==> src/rtl/button_pkg.sv <==
// ============================================================================
// Module      : button_pkg
// Description : Shared constants for the button debouncer slice: clock
//               frequency, production timing defaults and reduced
//               simulation-scale timing constants.
// Revision    : 1.0 - initial release
// ----------------------------------------------------------------------------
// Ports       : none (package)
// ============================================================================
`default_nettype none

package button_pkg;

    // System clock of the domain the debouncer lives in.
    localparam int CLK_FREQ_HZ = 125_000_000;

    // 500 us sample period at 125 MHz.
    localparam int DEFAULT_SAMPLE_CNT_MAX = 62500;

    // 200 consecutive high samples (100 ms) declare a press.
    localparam int DEFAULT_PULSE_CNT_MAX = 200;

    // Shortened timing so a testbench reaches a press in a handful of cycles.
    localparam int SIM_SAMPLE_CNT_MAX = 4;
    localparam int SIM_PULSE_CNT_MAX  = 3;

    // Bits needed to hold the values 0..max_val inclusive.
    function automatic int count_width(input int max_val);
        return (max_val < 1) ? 1 : $clog2(max_val + 1);
    endfunction

endpackage : button_pkg

`default_nettype wire

==> src/rtl/button_debouncer_sample_tick_gen.sv <==
// ============================================================================
// Module      : sample_tick_gen
// Description : Free-running sample timer. Counts 0..SAMPLE_CNT_MAX-1 and
//               wraps; tick is high for the single cycle in which the timer
//               holds SAMPLE_CNT_MAX-1, so the first tick falls in the
//               SAMPLE_CNT_MAX-th cycle after reset release.
// Revision    : 1.0 - initial release
// ----------------------------------------------------------------------------
// Ports       : clk  - system clock
//               rst  - asynchronous active-high reset
//               tick - one-cycle sample strobe every SAMPLE_CNT_MAX cycles
// ============================================================================
`default_nettype none

module sample_tick_gen #(
    parameter int SAMPLE_CNT_MAX = 62500
) (
    input  logic clk,
    input  logic rst,
    output logic tick
);

    localparam int             c_TIMER_W    = $clog2(SAMPLE_CNT_MAX);
    localparam logic [c_TIMER_W-1:0] c_TIMER_LAST = c_TIMER_W'(SAMPLE_CNT_MAX - 1);

    logic [c_TIMER_W-1:0] timer_q;
    logic [c_TIMER_W-1:0] timer_d;

    assign tick = (timer_q == c_TIMER_LAST);

    always_comb begin
        timer_d = timer_q + 1'b1;
        if (tick) begin
            timer_d = '0;
        end
    end

    always_ff @(posedge clk or posedge rst) begin
        if (rst) begin
            timer_q <= '0;
        end else begin
            timer_q <= timer_d;
        end
    end

endmodule : sample_tick_gen

`default_nettype wire

==> src/rtl/button_debouncer.sv <==
// ============================================================================
// Module      : button_debouncer
// Description : Debounces WIDTH already-synchronized inputs. A shared sample
//               timer paces per-channel saturating counters; a channel is
//               declared stable-high once PULSE_CNT_MAX consecutive sample
//               ticks have seen it high. Any low cycle clears the channel.
//               A one-cycle press_pulse marks each debounced rising edge.
// Revision    : 1.0 - initial release
// ----------------------------------------------------------------------------
// Ports       : clk           - system clock (125 MHz)
//               rst           - asynchronous active-high reset
//               sync_in       - [WIDTH] synchronized raw inputs
//               debounced     - [WIDTH] stable level per channel
//               press_pulse   - [WIDTH] one cycle on each debounced rise
//               release_pulse - [WIDTH] one cycle on each debounced fall
//                               (only with BUTTON_DEBOUNCER_RELEASE_PULSE_EN)
// Config      : `define BUTTON_DEBOUNCER_RELEASE_PULSE_EN adds release_pulse.
// ============================================================================
`default_nettype none

module button_debouncer
    import button_pkg::*;
#(
    parameter int WIDTH          = 1,
    parameter int SAMPLE_CNT_MAX = DEFAULT_SAMPLE_CNT_MAX,
    parameter int PULSE_CNT_MAX  = DEFAULT_PULSE_CNT_MAX
) (
    input  logic             clk,
    input  logic             rst,
    input  logic [WIDTH-1:0] sync_in,
    output logic [WIDTH-1:0] debounced,
`ifdef BUTTON_DEBOUNCER_RELEASE_PULSE_EN
    output logic [WIDTH-1:0] press_pulse,
    output logic [WIDTH-1:0] release_pulse
`else
    output logic [WIDTH-1:0] press_pulse
`endif
);

    localparam int                  c_CNT_W    = count_width(PULSE_CNT_MAX);
    localparam logic [c_CNT_W-1:0]  c_CNT_FULL = c_CNT_W'(PULSE_CNT_MAX);

    logic w_sample_tick;

    sample_tick_gen #(
        .SAMPLE_CNT_MAX(SAMPLE_CNT_MAX)
    ) u_sample_tick_gen (
        .clk (clk),
        .rst (rst),
        .tick(w_sample_tick)
    );

    for (genvar i = 0; i < WIDTH; i++) begin : g_channel
        logic [c_CNT_W-1:0] cnt_q;
        logic [c_CNT_W-1:0] cnt_d;
        logic               press_q;
        logic               w_deb_now;
        logic               w_deb_next;

        // A low input wins over everything, on every cycle, so a single
        // glitch low throws away all accumulated samples.
        always_comb begin
            cnt_d = cnt_q;
            if (!sync_in[i]) begin
                cnt_d = '0;
            end else if (w_sample_tick && (cnt_q < c_CNT_FULL)) begin
                cnt_d = cnt_q + 1'b1;
            end
        end

        // The debounced level is the saturated state of the counter itself,
        // so it needs no separate flop and can never disagree with the count.
        assign w_deb_now  = (cnt_q == c_CNT_FULL);
        assign w_deb_next = (cnt_d == c_CNT_FULL);

        always_ff @(posedge clk or posedge rst) begin
            if (rst) begin
                cnt_q   <= '0;
                press_q <= 1'b0;
            end else begin
                cnt_q   <= cnt_d;
                press_q <= w_deb_next & ~w_deb_now;
            end
        end

        assign debounced[i]   = w_deb_now;
        assign press_pulse[i] = press_q;

`ifdef BUTTON_DEBOUNCER_RELEASE_PULSE_EN
        logic release_q;

        always_ff @(posedge clk or posedge rst) begin
            if (rst) begin
                release_q <= 1'b0;
            end else begin
                release_q <= ~w_deb_next & w_deb_now;
            end
        end

        assign release_pulse[i] = release_q;
`endif
    end

endmodule : button_debouncer

`default_nettype wire

==> config.mk <==
export PLATFORM = sky130hd
export DESIGN_NAME = button_debouncer
export DESIGN_NICKNAME = d
export VERILOG_FILES = /design/src/rtl/button_pkg.sv /design/src/rtl/button_debouncer_sample_tick_gen.sv /design/src/rtl/button_debouncer.sv
export SDC_FILE = /design/constraint.sdc
export NUM_CORES = 1
export LEC_CHECK = 0
export ABC_AREA = 1
export BUFFER_PORTS_ARGS = -buffer_cell sky130_fd_sc_hd__clkbuf_2
export CORE_ASPECT_RATIO = 2
export CORE_UTILIZATION = 55
export CTS_CLUSTER_SIZE = 8
export DETAILED_ROUTE_END_ITERATION = 10
export GPL_ROUTABILITY_DRIVEN = 0
export PLACE_DENSITY = 0.79
export RECOVER_POWER = 50
export SYNTH_ARGS = -nofsm -noshare
export SYNTH_HDL_FRONTEND = slang
export SYNTH_SLANG_ARGS = --single-unit
==> constraint.sdc <==
create_clock -name clk -period 4.51 [get_ports clk]
set_clock_uncertainty 0.2 [all_clocks]
set_input_delay 0.902 -clock clk [delete_from_list [all_inputs] [get_ports clk]]
set_output_delay 0.902 -clock clk [all_outputs]
set_load 0.02 [all_outputs]
==> results of run 1 <==
==> power breakdown <==
| part | internal, uW | switching, uW |
|---|---|---|
| clock | 63.3 | 70.4 |
| combinational | 0.691 | 5.33 |
| sequential | 224 | 0 |
| total | 288 | 75.7 |
==> sequential cells by signal, summed over array words and instances (netlist names) <==
register	cells
u_sample_tick_gen.timer_q	16
g_channel.cnt_q	8
press_pulse	1
==> worst paths after layout <==
| check | from | cells after the start | endpoint | slack [ns] |
|---|---|---|---|---|
| min reg2reg | u_sample_tick_gen.timer_q[0] | 1 | u_sample_tick_gen.timer_q[0] | 0.27 |
| max reg2reg | u_sample_tick_gen.timer_q[0] | 11 | press_pulse | 2.33 |
| min in group asynchronous | rst | 2 | g_channel[0].cnt_q[3] | 0.60 |
| min | u_sample_tick_gen.timer_q[0] | 1 | u_sample_tick_gen.timer_q[0] | 0.27 |
| max in group asynchronous | rst | 2 | u_sample_tick_gen.timer_q[7] | 2.93 |
| max | g_channel[0].cnt_q[0] | 6 | debounced | 2.03 |
==> placed cells by master, fill, tap and decap left out, types with 5 or more instances in the layout <==
master,Yosys,layout
a21oi_1,7,7
dfrtp_1,25,25
inv_1,40,40
nand2_1,47,47
nand3_1,15,16
nand4_1,6,6
nor2_1,23,26
nor3_1,3,5
o21ai_0,5,5
xor2_1,8,8
==> cell families after synthesis <==
kind of cell / count (synthesis)
simple gates: 110
buf+inv: 46
flops: 25
compound gates: 15
xor+xnor: 9
fa+ha+maj: 3
==> layout make-up <==
cell class	instances	area, um2
tap	28	35.0
fill	269	1020
multi-input combinational	137	694
sequential	25	626
clock buffer	4	45.0
timing repair buffer	4	20.0
inverter	44	165
==> routing by layer <==
metal  track usage [%]  wire, um  part of all wire (%)
met4              9.66       107                   3.6
met1              21.9      1030                    34
met3              2.31        50                   1.7
met5                 0         0                     0
met2              46.1      1820                    60
==> through the flow <==
| step | utilization (%) | hold slack [ns] |
|---|---|---|
| 2_1_floorplan | - | 0.253 |
| 3_3_place_gp | 60.4 | 0.273 |
| 3_5_place_dp | 60.4 | 0.282 |
| 4_1_cts | 62.2 | 0.294 |
| 5_1_grt | 60.9 | 0.294 |
| 6_report | 60.9 | 0.268 |
==> results_dict.tcl, run 1 <==
set metrics [dict create \
    worstSetupPathType "register to primary output" \
    hold_class "register to register" \
    clk_pin_slew_ns 0.09 \
    synth-seq-area-share_pct 40.6 \
    antenna_found_initial 0 \
    antenna_cells 0 \
    initial_core_util_pct 59.2 \
    grt_overflow 0 \
    path_buf_inv 2 \
    pin_count 5 \
    cp-start-kind "register" \
    synth_edf_count 0 \
    avgSynthCellArea_um2 7.40 \
    finalPower_uw 364 \
    cts.sinks 25 \
    grt_start_max_net_pins 26 \
    synthTopCellsByArea "dfrtp_1 41%, nand2_1 11%, inv_1 9.7%, nor2_1 5.6%, nand3_1 4.9%" \
    clockBufferDepth 2 \
    synth_top_family_by_area "simple AND/OR/NAND/NOR gates" \
    worst_pin_slew_ns 0.927 \
    dp_slack_ns 2.33 \
    die_w_um 39.4 \
    grt_use_total_pct 23.8 \
    fin_crit_ns 2.48 \
    drc 0 \
    min_period_over_period_pct 55.1 \
    synth_simple_gate_area_share_pct 34.6 \
    synth-xor-area-share_pct 5.12 \
    viasPerCell 5.26 \
    outcome "completed" \
    crit_arrival_ns 1.38 \
    p_leak_uw 0.000862 \
    hold_violations 0 \
    ys_ff_latch 25 \
    layout.nets 221 \
    worstPathRequired_ns 3.41 \
    synth_ff_type "dfrtp_1" \
    cts.root.buffer_cell "clkbuf_8" \
    worstPathMaxFanout 4 \
    irDropWorstVdd_mv 0.179 \
    synth_compound_area_share_pct 5.04 \
    setup_viol 0 \
    postCtsHoldBufs 0 \
    critPathCaptureType "primary output" \
    dpl.hpwl_um 2420 \
    cts_setup_buffers 0 \
    cpMaxStageDelayCell "dfrtp_1" \
    synth_mux_area_share_pct 0 \
    drt-initial-drc-count 35 \
    synth_fa_ha_area_share_pct 2.44 \
    finalMaxSlewViolations 0 \
    area_delta_synth_final_pct 2.92 \
    dpl_cell_area_um2 1570 \
    dp_cells 238 \
    yosysUniqueCellTypes 24 \
    async_flop_share_pct 100 \
    power_density_nw_per_um2 229 \
    wl_per_cell_um 12.4 \
    drtAntennaViolNets 0 \
    yosysTopAreaCellShare_pct 40.6 \
    drive_gt1_share_pct 8.41 \
    yosysMostFrequentCell "nand2_1" \
    yosysWarnings 0 \
    drt_pass1_iterations 4 \
    core_area_um2 2600 \
    slowest_delay_ns 0.42 \
    cts_max_level 1 \
    syn_area_um2 1540 \
    yosysTopAreaCell "dfrtp_1" \
    syn-num-nets 214 \
    fmaxAchievable_mhz 403 \
    cts_buffers 3 \
    slew_headroom_pct 38.1 \
    die_h_um 76.8 \
    worstPathCellList "inv_1 -> ha_1 -> nand2_1 -> nor2_1 -> and3_1 -> clkbuf_2" \
    dieArea_um2 3030 \
    vias 1273 \
    finalSetupTns_ns 0 \
    grt_pass1_vias 1282 \
    grt_first_pass_wirelength_um 5120 \
    final_cells 242 \
    cts-resized-gates 0 \
    clock_latency_ns 0.27 \
    maxCapViolCount 0 \
    postLayoutCellArea_um2 1590 \
    rsz0062_at_grt "no" \
    cts_tree "done" \
    wl_um 3010 \
    cp_top_family "flip-flops" \
    io_buffers 4 \
    ys_top_cells_by_count "47 x nand2_1, 40 x inv_1, 25 x dfrtp_1" \
    row_count 26 \
    syn_inst 208 \
    layout_setup_ws_ns 2.03 \
]
No activity file was read; power rests on OpenSTA's default activity.
==> run 2: changes to the inputs <==
Clock period 4.51 ns to 2.5 ns, I/O delays scaled along.
==> run 2 against run 1 <==
Clock-buffer cell count is the same. Design area is 2.0% higher. Worst setup slack lost 1.7 ns. Wire length decreased by 3.0%. Sequential power up 80%. Power up 80%. Via count fell by 1.6%. Utilization grew 1.2 points.
==> results_dict.tcl, run 2 (synthesized netlist as in run 1, its figures left out) <==
set metrics [dict create \
    layout.area.seq_um2 626 \
    wl_um 2920 \
    worst_pin_slew_ns 1.35 \
    fin_crit_ns 2.13 \
    multi_input_area_um2 722 \
    drt-initial-drc-count 19 \
    cts_setup_buffers 0 \
    largest_register "u_sample_tick_gen.timer_q" \
    grt_overflow 0 \
    initial_core_util_pct 59.2 \
    dieArea_um2 3030 \
    fmaxAchievable_mhz 469 \
    clockBufferDepth 2 \
    worstPathMaxFanout 4 \
    p_leak_uw 0.000869 \
    power_density_nw_per_um2 405 \
    viasPerCell 5.16 \
    cts_max_level 1 \
    final_cell_mix "47 x nand2_1, 40 x inv_1, 25 x dfrtp_1" \
    hold_class "register to register" \
    mostFrequentLayoutCell "nand2_1" \
    io_buffers 4 \
    grt_first_pass_wirelength_um 5140 \
    cts_tree "done" \
    maxCapViolCount 0 \
    drtAntennaViolNets 0 \
    finalMaxSlewViolations 0 \
    wl_per_cell_um 12.0 \
    critPathCaptureType "primary output" \
    finish.utilization_pct 62.1 \
    die_w_um 39.4 \
    cts.root.buffer_cell "clkbuf_8" \
    cp-start-kind "register" \
    dpl.hpwl_um 2400 \
    drive_gt1_share_pct 10.7 \
    antenna_found_initial 0 \
    clock_latency_ns 0.27 \
    row_count 26 \
    cts.sinks 25 \
    die_h_um 76.8 \
    rsz0062_at_grt "no" \
    setup_viol 0 \
    worstSetupPathType "register to primary output" \
    outcome "completed" \
    core_area_um2 2600 \
    clk_pin_slew_ns 0.09 \
    drt_pass1_iterations 4 \
    slew_headroom_pct 9.96 \
    drc 0 \
    grt_start_max_net_pins 26 \
    irDropWorstVdd_mv 0.322 \
    vias 1253 \
    hold_violations 0 \
    layout.nets 222 \
    pin_count 5 \
    antenna_cells 0 \
    area_delta_synth_final_pct 4.96 \
    crit_arrival_ns 1.43 \
    grt_use_total_pct 23.5 \
    fillCellCount 264 \
    cts-resized-gates 0 \
    grt_pass1_vias 1317 \
    worstPathRequired_ns 1.80 \
    min_period_over_period_pct 85.3 \
    finalSetupTns_ns 0 \
    cts_buffers 3 \
    largest_reg_flops 16 \
    postCtsHoldBufs 0 \
]
[run 2: changes by cell type in the layout (fill, tap and decap cells not counted), sizes merged]
cell,previous run,this run
clkbuf,8,9
[run 2: final cells by class]
class                   instances  share of cell area [%]
inverters                      44                    10.2
multi-input cells             137                    44.7
well taps                      28                    2.17
clock buffers                   4                    2.79
flip-flops and latches         25                    38.7
repair buffers                  5                    1.47
[run 2: layer usage]
metal / vias up / part of all wire (%) / track usage, %
met4: 0 / 2.5 / 10.3
met5: - / 0 / 0
met3: 8 / 0.86 / 1.73
li1: 654 / - / -
met2: 10 / 60 / 43.8
met1: 581 / 37 / 23.4
[run 2: path summary, 6_finish.rpt]
| kind | start | endpoint | slack (ns) | cells past startpoint |
|---|---|---|---|---|
| setup / recovery | g_channel[0].cnt_q[0] | debounced | 0.37 | 6 |
| hold / removal | u_sample_tick_gen.timer_q[0] | u_sample_tick_gen.timer_q[0] | 0.28 | 1 |
| setup reg to reg | u_sample_tick_gen.timer_q[0] | u_sample_tick_gen.timer_q[12] | 0.58 | 8 |
| hold reg to reg | u_sample_tick_gen.timer_q[0] | u_sample_tick_gen.timer_q[0] | 0.28 | 1 |
| max in group asynchronous | rst | press_pulse | 0.85 | 3 |
| min in group asynchronous | rst | u_sample_tick_gen.timer_q[0] | 0.45 | 3 |
[run 2: through the flow]
| stage | std cells | hold WS, ns | total power (uW) | setup slack, ns | area (um2) |
|---|---|---|---|---|---|
| 6_report | 243 | 0.278 | 655 | 0.367 | 1620 |
| 5_1_grt | 243 | 0.293 | 678 | 0.287 | 1620 |
| 4_1_cts | 243 | 0.0639 | 658 | 0.394 | 1630 |
| 3_5_place_dp | 239 | 0.284 | 425 | 0.565 | 1580 |
| 3_3_place_gp | 239 | 0.263 | 425 | 0.615 | 1580 |
| 2_1_floorplan | 208 | 0.253 | 421 | 0.744 | 1540 |
[run 2: worst max-delay path, stage by stage (launching register included)]
cell and delay [ns]:
dfrtp_1 0.42, inv_1 0.08, ha_1 0.14, nand2_1 0.05, nor2_1 0.11, and3_1 0.19
clkbuf_2 0.17
[run 2: report_power, final]
part	internal, uW	total [uW]	switching, uW
sequential	404	404	0
combinational	1.57	11.4	9.80
clock	114	239	125
==> run 3: changes to the inputs <==
Settings changed: ABC_AREA 1 to not set, CORE_ASPECT_RATIO 2 to not set.
==> run 3 against run 2 <==
Worst setup slack got worse by 0.15 ns. Sequential cell count unchanged. Utilization increased by 1.3 points. Clock-buffer cell count unchanged. Non-clock buffer count increased by 2. Hold slack improved by 0.014 ns. Global-route usage decreased by 1.5 points. Design area decreased by 12%. Critical path depth increased by 1.
==> results_dict.tcl, run 3 <==
set metrics [dict create \
    outcome "completed" \
    ys_ff_latch 25 \
    io_buffers 4 \
    worst_pin_slew_ns 1.04 \
    hold_class "primary input to register" \
    drt-initial-drc-count 31 \
    yosysWarnings 0 \
    row_count 17 \
    clk_pin_slew_ns 0.13 \
    crit_arrival_ns 2.31 \
    pin_count 5 \
    dpl.hpwl_um 1720 \
    grt_pass1_vias 926 \
    syn-num-nets 137 \
    cp-start-kind "register" \
    die_w_um 51.5 \
    mostFrequentLayoutCell "dfrtp_1" \
    yosysMostFrequentCell "dfrtp_1" \
    avgSynthCellArea_um2 10.3 \
    final_cell_mix "25 x dfrtp_1, 15 x nor2_1, 12 x nand3_1, 12 x xnor2_1, 10 x nand2_1" \
    synth_edf_count 0 \
    synth-xor-area-share_pct 13.0 \
    antenna_found_initial 0 \
    core_area_um2 2250 \
    wl_per_cell_um 13.8 \
    grt_overflow 0 \
    initial_core_util_pct 59.7 \
    wl_um 2300 \
    regToRegEndpoint "press_pulse" \
    dpl_cell_area_um2 1400 \
    min_period_over_period_pct 91.3 \
    yosysTopAreaCell "dfrtp_1" \
    drt_pass1_iterations 4 \
    hold_violations 0 \
    synth-seq-area-share_pct 46.5 \
    syn_area_um2 1350 \
    holdCritStartpoint "sync_in" \
    vias 960 \
    p_leak_uw 0.000603 \
    slew_headroom_pct 30.8 \
    drc 0 \
    reg2reg_depth 7 \
    power_density_nw_per_um2 415 \
    layout.nets 146 \
    whs_path_depth 2 \
    clock_latency_ns 0.31 \
    ys_top_cells_by_count "25 x dfrtp_1, 15 x nor2_1, 12 x nand3_1, 12 x xnor2_1, 10 x nand2_1" \
    area_delta_synth_final_pct 6.23 \
    fmaxAchievable_mhz 438 \
    drtAntennaViolNets 0 \
    layout.area.seq_um2 626 \
    irDropWorstVdd_mv 0.303 \
    rsz0062_at_grt "no" \
    cts.sinks 25 \
    dieArea_um2 2650 \
    synth_simple_gate_area_share_pct 29.1 \
    critPathCaptureType "register" \
    grt_use_total_pct 21.9 \
    grt_first_pass_wirelength_um 4150 \
    fin_crit_ns 2.28 \
    finalMaxSlewViolations 0 \
    r2r_start "u_sample_tick_gen.timer_q[0]" \
    cts_max_level 1 \
    drive_gt1_share_pct 11.5 \
    largest_register "u_sample_tick_gen.timer_q" \
    die_h_um 51.5 \
    yosysTopAreaCellShare_pct 46.5 \
    synthTopCellsByArea "dfrtp_1 47%, xnor2_1 7.8%, xor2_1 5.2%, nand3_1 4.5%, nor2_1 4.2%" \
    synth_ff_type "dfrtp_1" \
    synth_fa_ha_area_share_pct 2.79 \
    worstPathMaxFanout 10 \
    synth_mux_area_share_pct 0.837 \
    cts_buffers 3 \
    worstSetupPathType "register to register" \
    regToRegSetupSlack_ns 0.22 \
    fillCellCount 207 \
    maxCapViolCount 0 \
    worstPathRequired_ns 2.53 \
    finalSetupTns_ns 0 \
    cts_setup_buffers 0 \
    cts_tree "done" \
    async_flop_share_pct 100 \
    yosysUniqueCellTypes 33 \
    setup_viol 0 \
    synth_top_family_by_area "simple AND/OR/NAND/NOR gates" \
    clockBufferDepth 2 \
    antenna_cells 0 \
    largest_reg_flops 16 \
    grt_start_max_net_pins 21 \
    syn_inst 131 \
    multi_input_area_um2 682 \
    cts.root.buffer_cell "clkbuf_4" \
    synth_compound_area_share_pct 4.84 \
    postLayoutCellArea_um2 1430 \
    viasPerCell 5.75 \
    whs_endpoint "g_channel[0].cnt_q[7]" \
]
-- run 3: how the worst max path moves through the flow --
stage / startpoint / end / slack [ns] / cells after the start
2_1_floorplan: g_channel[0].cnt_q[6] / debounced / 0.31 / 3
3_3_place_gp: u_sample_tick_gen.timer_q[0] / press_pulse / 0.22 / 7
3_5_place_dp: u_sample_tick_gen.timer_q[0] / press_pulse / 0.07 / 7
4_1_cts: u_sample_tick_gen.timer_q[0] / press_pulse / 0.06 / 7
5_1_grt: u_sample_tick_gen.timer_q[0] / press_pulse / 0.05 / 7
6_report: u_sample_tick_gen.timer_q[0] / press_pulse / 0.22 / 7
-- run 3: cells by family (layout without fill, tap and decap cells) --
kind of cell / after synthesis / in the layout
AOI/OAI and AO/OA: 7 / 7
xor gates and xnor gates: 20 / 20
adders and majority gates: 3 / 3
buffers and inverters: 8 / 16
DFF: 25 / 25
muxes: 1 / 1
and+or+nand+nor: 67 / 67
-- run 3: stage by stage --
stage | hold WS, ns | instances | utilization (%) | power [uW] | setup slack [ns]
finish | 0.292 | 167 | 63.4 | 593 | 0.218
global placement | 0.185 | 162 | 61.9 | 424 | 0.221
floorplan | 0.248 | 131 | - | 419 | 0.312
global route | 0.277 | 167 | 63.4 | 622 | 0.0498
detailed placement | 0.196 | 162 | 61.9 | 425 | 0.0704
CTS | 0.277 | 167 | 63.5 | 604 | 0.0589
-- run 3: layer usage --
layer | vias up | wire (um) | share of wire, % | track usage [%]
met4 | 0 | 36 | 1.6 | 9.91
met2 | 13 | 1110 | 48 | 33.8
met1 | 482 | 1090 | 47 | 30.2
li1 | 461 | - | - | -
met5 | - | 0 | 0 | 0
met3 | 4 | 59 | 2.6 | 3.57
-- run 3: layout make-up --
cell class,instances,share of cell area [%]
tap,28,2.45
inverter,5,1.31
sequential,25,43.8
clock buffer,4,1.84
multi-input combinational,98,47.7
timing repair buffer,7,2.89
-- run 3: report_power, final --
group | switching [uW] | internal (uW)
sequential | 0.000000000000230 | 404
clock | 114 | 62.4
combinational | 9.31 | 3.17
total | 123 | 470
-- run 3: repair_timing --
action                                  4_1_cts  5_1_grt
gates resized for setup                       0        1
endpoints found under the hold margin         5        0
hold buffers                                  1        0
endpoints found under the setup margin        0        1
-- run 3: critical path, stage by stage (launching register included) --
cell	delay, ns
dfrtp_1	0.42
ha_1	0.24
and4bb_1	0.20
and4_2	0.41
nand4_4	0.14
xnor2_1	0.17
o22a_1	0.22
nor4b_2	0.21
